===== src/rtl/fpu_round_pack_pipe.sv =====
// fpu_round_pack_pipe
//   Two-stage pipelined IEEE-754 round-and-pack unit. Takes a pre-rounding
//   {sign, exponent, fraction, G/R/S} result plus a one-hot type. It applies
//   the selected rounding mode and packs one result per cycle, together with
//   the zero/overflow/underflow/infinity/NaN/inexact flags.
//   Stage 1 decodes the type and computes the round increment and inexact.
//   Stage 2 adds the increment, normalises, saturates and packs.
// Ports
//   fpu_clk, fpu_rst        clock, asynchronous active-high reset
//   in_valid/in_ready       input handshake (in_ready is combinational)
//   in_sign/exp/exp_ovf/frac/grs/type/rm/tag   input beat payload
//   out_valid/out_ready     output handshake with full backpressure
//   out_result, out_tag     packed result and its pass-through tag
//   out_zf/ovf/uf/inf/nanf/nxf  exception flags, registered with out_result
module fpu_round_pack_pipe #(
  parameter int unsigned EXPONENT_WIDTH = 8,
  parameter int unsigned FRACTION_WIDTH = 23,
  parameter int unsigned OPERAND_WIDTH  = 1 + EXPONENT_WIDTH + FRACTION_WIDTH,
  parameter int unsigned TAG_WIDTH      = 4
) (
  input  logic                      fpu_clk,
  input  logic                      fpu_rst,
  input  logic                      in_valid,
  output logic                      in_ready,
  input  logic                      in_sign,
  input  logic [EXPONENT_WIDTH-1:0] in_exp,
  input  logic                      in_exp_ovf,
  input  logic [FRACTION_WIDTH-1:0] in_frac,
  input  logic [2:0]                in_grs,
  input  logic [4:0]                in_type,
  input  logic [2:0]                in_rm,
  input  logic [TAG_WIDTH-1:0]      in_tag,
  output logic                      out_valid,
  input  logic                      out_ready,
  output logic [OPERAND_WIDTH-1:0]  out_result,
  output logic [TAG_WIDTH-1:0]      out_tag,
  output logic                      out_zf,
  output logic                      out_ovf,
  output logic                      out_uf,
  output logic                      out_inf,
  output logic                      out_nanf,
  output logic                      out_nxf
);

  localparam int unsigned EW = EXPONENT_WIDTH;
  localparam int unsigned FW = FRACTION_WIDTH;
  localparam int unsigned PW = 1 + EW + FW;

  localparam logic [EW-1:0] EXP_ONES  = '1;
  localparam logic [EW-1:0] EXP_MAXF  = EXP_ONES - EW'(1);
  localparam logic [FW-1:0] FRAC_ONES = '1;
  localparam logic [FW-1:0] QNAN_FRAC = FW'(1) << (FW - 1);

  typedef enum logic [1:0] {
    KIND_FINITE = 2'd0,
    KIND_INF    = 2'd1,
    KIND_NAN    = 2'd2
  } kind_e;

  // Handshake: a stage moves when it is empty or its successor is moving.
  logic s1_valid;
  logic s1_advance;
  logic s2_advance;

  assign s2_advance = !out_valid | out_ready;
  assign s1_advance = !s1_valid | s2_advance;
  assign in_ready   = s1_advance;

  // Stage 1 combinational: type decode, round increment, inexact.
  logic  g_bit, r_bit, s_bit, any_grs;
  logic  inc_d, to_inf_d, sign_d, nxf_d;
  kind_e kind_d;

  assign {g_bit, r_bit, s_bit} = in_grs;
  assign any_grs = |in_grs;

  always_comb begin
    inc_d    = g_bit & (r_bit | s_bit | in_frac[0]);
    to_inf_d = 1'b1;
    case (in_rm)
      3'b001: begin
        inc_d    = 1'b0;
        to_inf_d = 1'b0;
      end
      3'b010: begin
        inc_d    = in_sign & any_grs;
        to_inf_d = in_sign;
      end
      3'b011: begin
        inc_d    = !in_sign & any_grs;
        to_inf_d = !in_sign;
      end
      3'b100: begin
        inc_d    = g_bit;
        to_inf_d = 1'b1;
      end
      default: ;
    endcase

    kind_d = KIND_FINITE;
    sign_d = in_sign;
    if (in_type[4] | in_type[1]) begin
      kind_d = KIND_NAN;
    end else if (in_type[3]) begin
      kind_d = KIND_INF;
      sign_d = 1'b0;
    end else if (in_type[2]) begin
      kind_d = KIND_INF;
      sign_d = 1'b1;
    end else if (!in_type[0]) begin
      kind_d = KIND_NAN;
    end
    nxf_d = any_grs & (kind_d == KIND_FINITE);
  end

  // Stage 1 registers
  logic          s1_sign, s1_exp_ovf, s1_inc, s1_nxf, s1_to_inf;
  logic [EW-1:0] s1_exp;
  logic [FW-1:0] s1_frac;
  logic [TAG_WIDTH-1:0] s1_tag;
  kind_e         s1_kind;

  always_ff @(posedge fpu_clk or posedge fpu_rst) begin
    if (fpu_rst) begin
      s1_valid   <= 1'b0;
      s1_sign    <= 1'b0;
      s1_exp_ovf <= 1'b0;
      s1_inc     <= 1'b0;
      s1_nxf     <= 1'b0;
      s1_to_inf  <= 1'b0;
      s1_exp     <= '0;
      s1_frac    <= '0;
      s1_tag     <= '0;
      s1_kind    <= KIND_FINITE;
    end else if (s1_advance) begin
      s1_valid <= in_valid;
      if (in_valid) begin
        s1_sign    <= sign_d;
        s1_exp_ovf <= in_exp_ovf;
        s1_inc     <= inc_d;
        s1_nxf     <= nxf_d;
        s1_to_inf  <= to_inf_d;
        s1_exp     <= in_exp;
        s1_frac    <= in_frac;
        s1_tag     <= in_tag;
        s1_kind    <= kind_d;
      end
    end
  end

  // Stage 2 combinational: add increment, normalise, saturate, pack.
  logic [FW:0]   frac_sum;
  logic [EW:0]   exp_rnd;
  logic          ovf_hit, at_max;
  logic [PW-1:0] nxt_result;
  logic          nxt_zf, nxt_ovf, nxt_uf, nxt_inf, nxt_nanf, nxt_nxf;

  always_comb begin
    frac_sum = {1'b0, s1_frac} + {{FW{1'b0}}, s1_inc};
    // A carry out leaves the fraction at zero; from exp 0 it lands on exp 1.
    exp_rnd  = {1'b0, s1_exp} + {{EW{1'b0}}, frac_sum[FW]};
    at_max   = (s1_exp == EXP_MAXF) & (&s1_frac);
    // In truncating modes a value above max finite never carries, so the
    // overflow is judged on the unrounded magnitude there.
    ovf_hit  = s1_exp_ovf | (exp_rnd >= {1'b0, EXP_ONES}) |
               (at_max & s1_nxf & !s1_to_inf);

    nxt_result = '0;
    nxt_zf     = 1'b0;
    nxt_ovf    = 1'b0;
    nxt_uf     = 1'b0;
    nxt_inf    = 1'b0;
    nxt_nanf   = 1'b0;
    nxt_nxf    = 1'b0;

    case (s1_kind)
      KIND_NAN: begin
        nxt_result = {1'b0, EXP_ONES, QNAN_FRAC};
        nxt_nanf   = 1'b1;
      end
      KIND_INF: begin
        nxt_result = {s1_sign, EXP_ONES, {FW{1'b0}}};
        nxt_inf    = 1'b1;
      end
      default: begin
        if (ovf_hit) begin
          nxt_ovf = 1'b1;
          nxt_nxf = 1'b1;
          if (s1_to_inf) begin
            nxt_result = {s1_sign, EXP_ONES, {FW{1'b0}}};
            nxt_inf    = 1'b1;
          end else begin
            nxt_result = {s1_sign, EXP_MAXF, FRAC_ONES};
          end
        end else begin
          nxt_result = {s1_sign, exp_rnd[EW-1:0], frac_sum[FW-1:0]};
          nxt_nxf    = s1_nxf;
          nxt_uf     = (exp_rnd == '0) & s1_nxf;
          nxt_zf     = (exp_rnd == '0) & (frac_sum[FW-1:0] == '0);
        end
      end
    endcase
  end

  // Stage 2 registers: result and flags only change when a new beat loads.
  always_ff @(posedge fpu_clk or posedge fpu_rst) begin
    if (fpu_rst) begin
      out_valid  <= 1'b0;
      out_result <= '0;
      out_tag    <= '0;
      out_zf     <= 1'b0;
      out_ovf    <= 1'b0;
      out_uf     <= 1'b0;
      out_inf    <= 1'b0;
      out_nanf   <= 1'b0;
      out_nxf    <= 1'b0;
    end else if (s2_advance) begin
      out_valid <= s1_valid;
      if (s1_valid) begin
        out_result <= OPERAND_WIDTH'(nxt_result);
        out_tag    <= s1_tag;
        out_zf     <= nxt_zf;
        out_ovf    <= nxt_ovf;
        out_uf     <= nxt_uf;
        out_inf    <= nxt_inf;
        out_nanf   <= nxt_nanf;
        out_nxf    <= nxt_nxf;
      end
    end
  end

endmodule

===== config.mk =====
export PLATFORM = sky130hd
export DESIGN_NAME = fpu_round_pack_pipe
export DESIGN_NICKNAME = d
export VERILOG_FILES = /design/src/rtl/fpu_round_pack_pipe.sv
export SDC_FILE = /design/constraint.sdc
export NUM_CORES = 1
export LEC_CHECK = 0
export ABC_AREA = 1
export CORE_ASPECT_RATIO = 1.75
export CORE_MARGIN = 4
export CORE_UTILIZATION = 47
export DETAILED_ROUTE_END_ITERATION = 8
export PLACE_DENSITY = 0.87
export SETUP_SLACK_MARGIN = 0.2
export SYNTH_ARGS = -nofsm -noshare
export SYNTH_HDL_FRONTEND = slang
export SYNTH_SLANG_ARGS = --single-unit
export TNS_END_PERCENT = 10

===== constraint.sdc =====
create_clock -name fpu_clk -period 2.75 [get_ports fpu_clk]
set_input_delay 0.55 -clock fpu_clk [delete_from_list [all_inputs] [get_ports fpu_clk]]
set_output_delay 0.55 -clock fpu_clk [all_outputs]
set_load 0.01 [all_outputs]

Word-level counts from Yosys, hierarchy flattened. Cells that the tools add are included.

Output and inout port bits: 44. Bits of input ports: 52. Register bits: 86.

$lt $le $gt $ge: 1. Multiplexer cells: 24. Eq/ne operators: 7. Add/sub/neg operators: 2. Bitwise operators: 16. Reduce and logical (&&, ||, !) cells: 12.

Operators by type and width (number): $pmux 32 s2 (1); $mux 31 (1); $add 23x1->24 (1); $mux 24 (1); $logic_not 23->1 (1); $reduce_and 23->1 (1); $mux 1 (14); $add 8x1->9 (1); $and 1x1->1 (9); $ge 9x8->1 const B (1); $logic_not 9->1 (1); $eq 8x8->1 const B (1); $mux 2 (4); $or 1x1->1 (7); $eq 3x2->1 const B (2); $logic_not 1->1 (4); $pmux 1 s4 (1); $reduce_and 2->1 (2); $eq 3x1->1 const B (1); $eq 3x3->1 const B (1); $pmux 1 s3 (1); $reduce_or 3->1 (1); $eq 2x1->1 const B (1); $eq 2x2->1 const B (1); 3 further kinds (3).

Longest topological paths before layout.
Depth in word-level cells: 7. Depth in mapped cells: 20.

Least setup slack after synthesis. No wires, ideal clock.

Path kind: register -> register. Start point: register s1_frac[0]. End point: register out_result[22]. Path slack: 0.092 ns. Data arrival time: 2.532 ns. Required time: 2.624 ns. Stages on the path, launching flop included: 19. Clock period less this slack: 2.658 ns. Cell sequence: dfrtp_1 -> ha_1 -> nand2_1 -> nor2_1 -> nand4_1 -> nor3_1 -> nand3_1 -> nor2_1 -> ha_1 -> nand3_2 -> o21ai_1 -> nand2_1 -> nor2_1 -> nand3_2 -> nand3_4 -> nand2_2 -> nand3_4 -> buf_6 -> o21ai_2.

Word-level cells in the longest chain between the ends: 7. Elaborated cells on any way between the ends: 11. Classes of those cells: add/sub: 2; order compare: 1; mux: 2; bitwise: 5; reduce/logical: 1.

RTL lines: start: declaration (line 119) `logic [FW-1:0] s1_frac;`; start signal: assignment (line 144) `s1_frac <= in_frac;`; $add 23x1->24 or $reduce_and 23->1 (tied branches) (line 159, 162); $add 8x1->9 or $and 1x1->1 (tied branches) (line 161, 162); $ge 9x8->1 or $and 1x1->1 (tied branches) (line 165, 166); $or 1x1->1 or $and 1x1->1 (tied branches) (line 165, 166); $or 1x1->1 (line 165) `ovf_hit = s1_exp_ovf | (exp_rnd >= {1'b0, EXP_ONES}) |`; $mux 31 (*) (line 186) `if (ovf_hit) begin`; $pmux 32 s2 (*) (line 176) `case (s1_kind)`; end signal: assignment (line 220) `out_result <= OPERAND_WIDTH'(nxt_result);`; end: declaration (line 35) `output logic [OPERAND_WIDTH-1:0] out_result,`.

Every way passes the cells marked *; elsewhere a longest branch is shown, timed or not. A chain may end at the register's enable or synchronous reset.

Final worst setup path.
Start point: register s1_inc. End point: register out_result[7].

Word-level cells in the longest chain between the ends: 7.

RTL lines: start: declaration (line 117) `logic s1_sign, s1_exp_ovf, s1_inc, s1_nxf, s1_to_inf;`; start signal: assignment (line 140) `s1_inc <= inc_d;`; $add 23x1->24 (*) (line 159) `frac_sum = {1'b0, s1_frac} + {{FW{1'b0}}, s1_inc};`; $add 8x1->9 (line 161) `exp_rnd = {1'b0, s1_exp} + {{EW{1'b0}}, frac_sum[FW]};`; $ge 9x8->1 (line 165); $or 1x1->1 (2 in series) (line 165); $mux 31 (*) (line 186); $pmux 32 s2 (*) (line 176).

Marked as above.

==> out/qor.yml <==
crit_buf_inv: 1
worstMarginPinSlew_ns: 0.452
ys_ff_latch: 86
antenna_found_initial: 0
drive_above_1_share_pct: 16.3
ir_worst_vdd_mv: 0.433
status: "finished, final reports clean"
grt-ovfl-total: 0
post-place-ws_ns: -0.0876
synthTopCellsByArea: "dfrtp_1 (47%), nand2_1 (16%), o21ai_0 (6.3%), inv_1 (5.8%), nor2_1 (5.0%)"
critPathMaxStageDelay_ns: 0.37
num_vias: 4561
stdcell_area_um2: 6480
worst_setup_path_end_kind: "flip-flop"
die_area_um2: 11500
setup_viol: 0
finalWirelength_um: 13900
cts_root_buf: "clkbuf_16"
cts_made_buffers: 9
nNetsFinal: 803
synth.net_count: 674
hold_violations: 0
crit_slowest_cell: "dfrtp_1"
fp.dieW_um: 82.9
synth_top_area_cell: "dfrtp_1"
via_per_inst: 5.23
row_count: 47
crit_type: "flip-flop to flip-flop"
cap_violations: 0
worstPathArrival_ns: 2.95
io_pins: 96
worst_setup_path_start_kind: "flip-flop"
yosys_warnings: 0
cts.sinks: 86
portBuffers: 95
fmax_mhz: 367
synth_most_common_cell: "nand2_1"
gp_congestion: 0.939
track_usage_pct: 24.5
cp_max_fo: 7
cts_hold_buf: 0
h-tree-depth: 3
drc_errors: 0
placedCellCount: 843
die_h_um: 139
grt_pass1_wl_um: 22900
synthArstFlopShare_pct: 100
synthTopCellsByCount: "nand2_1 (196), dfrtp_1 (86), inv_1 (71)"
grt_pass1_vias: 4750
post-route-period-util_pct: 99.1
placed_area_um2: 5880
p_leak_nw: 2.98
hold_path_class: "flip-flop to flip-flop"
postRouteAntennaNets: 0
path_cells: "ha_2 > nand2_2 > nor2_4 > nand4_1 > nor3_2 > nand3_1 > nor2_4 > ha_4 > nand2_4 > nand2_1 > nand4_1 > nor2_4 > nand3_4 > nand3_4 > nand2_4 > nand3_4 > buf_12 > o21ai_2"
slew_headroom_pct: 69.9
core_um2: 9530
cts.clk_slew.worst_paths_ns: 0.07
dp_hpwl_um: 10600
rsz0062_at_grt: "yes"
critPathTopFamily: "simple AND/OR/NAND/NOR gates"
fin_hold_ws_ns: 0.489
netlist_area_um2: 4620
slew_viol_final: 0
cts_tree: "built"
synth.avg_cell_area_um2: 7.50
synth_ff_type: "dfrtp_1"
first_pass_iters: 4
ys_seq_area_share_pct: 46.6
synth.top_cell.area_share_pct: 46.6
synth.distinct_cells: 35
syn-instance-count: 616
grt_max_degree: 87
crit_path_start: "s1_inc$_DFFE_PP0P_"
final_util_pct: 68.0
cellPowerDensity_nw_per_um2: 688
min_from: "out_result[5]$_DFFE_PP0P_"
floorplan.initialDensity_pct: 48.5
wl_per_cell_um: 16.0
cp.required_ns: 2.97
final_cells: 872
antenna_cells: 0
insertion_delay_ns: 0.35
clock_path_buffers: 2
syn_to_final_growth_pct: 40.2
synth_edf_count: 0
r2r-start: "s1_inc$_DFFE_PP0P_"
clock_skew_ns: 0.00984
drt_iter0_drc: 279
finalCriticalPeriod_ns: 2.73
fin_ws_ns: 0.0245
## final timing paths
| path | endpoint | slack [ns] | cells past startpoint |
|---|---|---|---|
| worst max-delay path | out_result[7]$_DFFE_PP0P_ | 0.02 | 18 |
| worst min-delay path | out_result[5]$_DFFE_PP0P_ | 0.49 | 2 |
| worst max register to register | out_result[7]$_DFFE_PP0P_ | 0.02 | 18 |
| worst min register to register | out_result[5]$_DFFE_PP0P_ | 0.49 | 2 |
| max in group asynchronous | out_uf$_DFFE_PP0P_ | 1.72 | 3 |
| min in group asynchronous | s1_frac[19]$_DFFE_PP0P_ | 0.68 | 3 |
## cells by family after synthesis
| group | count (synthesis) | share of synthesized area, % |
|---|---|---|
| and+or+nand+nor | 322 | 29.4 |
| adders and majority gates | 6 | 1.63 |
| DFF | 86 | 46.6 |
| buffers and inverters | 94 | 8.15 |
| AOI/OAI and AO/OA | 101 | 12.9 |
| xor gates and xnor gates | 7 | 1.33 |
## area by class of cell
class,count,area (µm²)
Inverter,76,297
Timing Repair Buffer,136,1330
Fill cell,795,3050
Multi-Input combinational cell,436,2270
Tap cell,122,153
Clock buffer,11,243
Sequential cell,86,2150
Clock inverter,5,35.0
## per-layer routing
metal / vias to the layer above / global-route usage [%] / part of all wire [%]
met5: - / 0 / 0
met4: 0 / 9.99 / 3.3
met3: 35 / 3.45 / 4.3
met2: 141 / 46.8 / 55
met1: 2175 / 26.6 / 37
li1: 2210 / - / -
## power by group
part	internal [mW]	total, mW	switching [mW]
Combinational	0.758	1.56	0.805
Sequential	1.54	1.74	0.202
Clock	0.637	1.15	0.513
Total	2.94	4.46	1.52
## per-stage QoR
step | total power, mW | TNS, ns
6_report | 4.46 | 0
5_1_grt | 4.68 | -3.90
4_1_cts | 4.39 | 0
3_5_place_dp | 3.19 | -0.802
3_3_place_gp | 3.15 | 0
2_1_floorplan | 2.42 | 0
## sequential cells by signal (all words and copies together) (netlist names), 2 cells and up
name	flops
s1_kind	2
out_tag	4
s1_exp	8
out_result	32
s1_tag	4
s1_frac	23
## what timing repair did
action / CTS / global route
cloned: 1 / 0
buffers inserted: 7 / 5
endpoints found under the setup margin: 36 / 36
pin swaps: 4 / 10
gates resized for setup: 23 / 40
## tightest hold or removal path, delay by kind of cell, from the launching register on
family | cells | cell delay, ns
and+or+nand+nor | 1 | 0.05
AOI/OAI and AO/OA | 1 | 0.06
DFF | 1 | 0.34
## cells in the final DEF, fill, tap and decap left out, types with 5 or more instances in the layout
cell | synthesis | final
nand2_1 | 196 | 192
clkdlybuf4s50_1 | 0 | 95
dfrtp_1 | 86 | 86
inv_1 | 71 | 68
nor2_1 | 61 | 54
o21ai_0 | 58 | 48
buf_4 | 2 | 33
nand3_1 | 36 | 30
o21ai_2 | 20 | 22
nand4_1 | 11 | 11
o21ai_1 | 3 | 10
a21oi_1 | 13 | 9
clkbuf_16 | 0 | 9
nor2_4 | 1 | 6
nand3_2 | 2 | 6
nand2_2 | 3 | 5
a21oi_2 | 1 | 5
No activity file was read; power rests on OpenSTA's default activity.
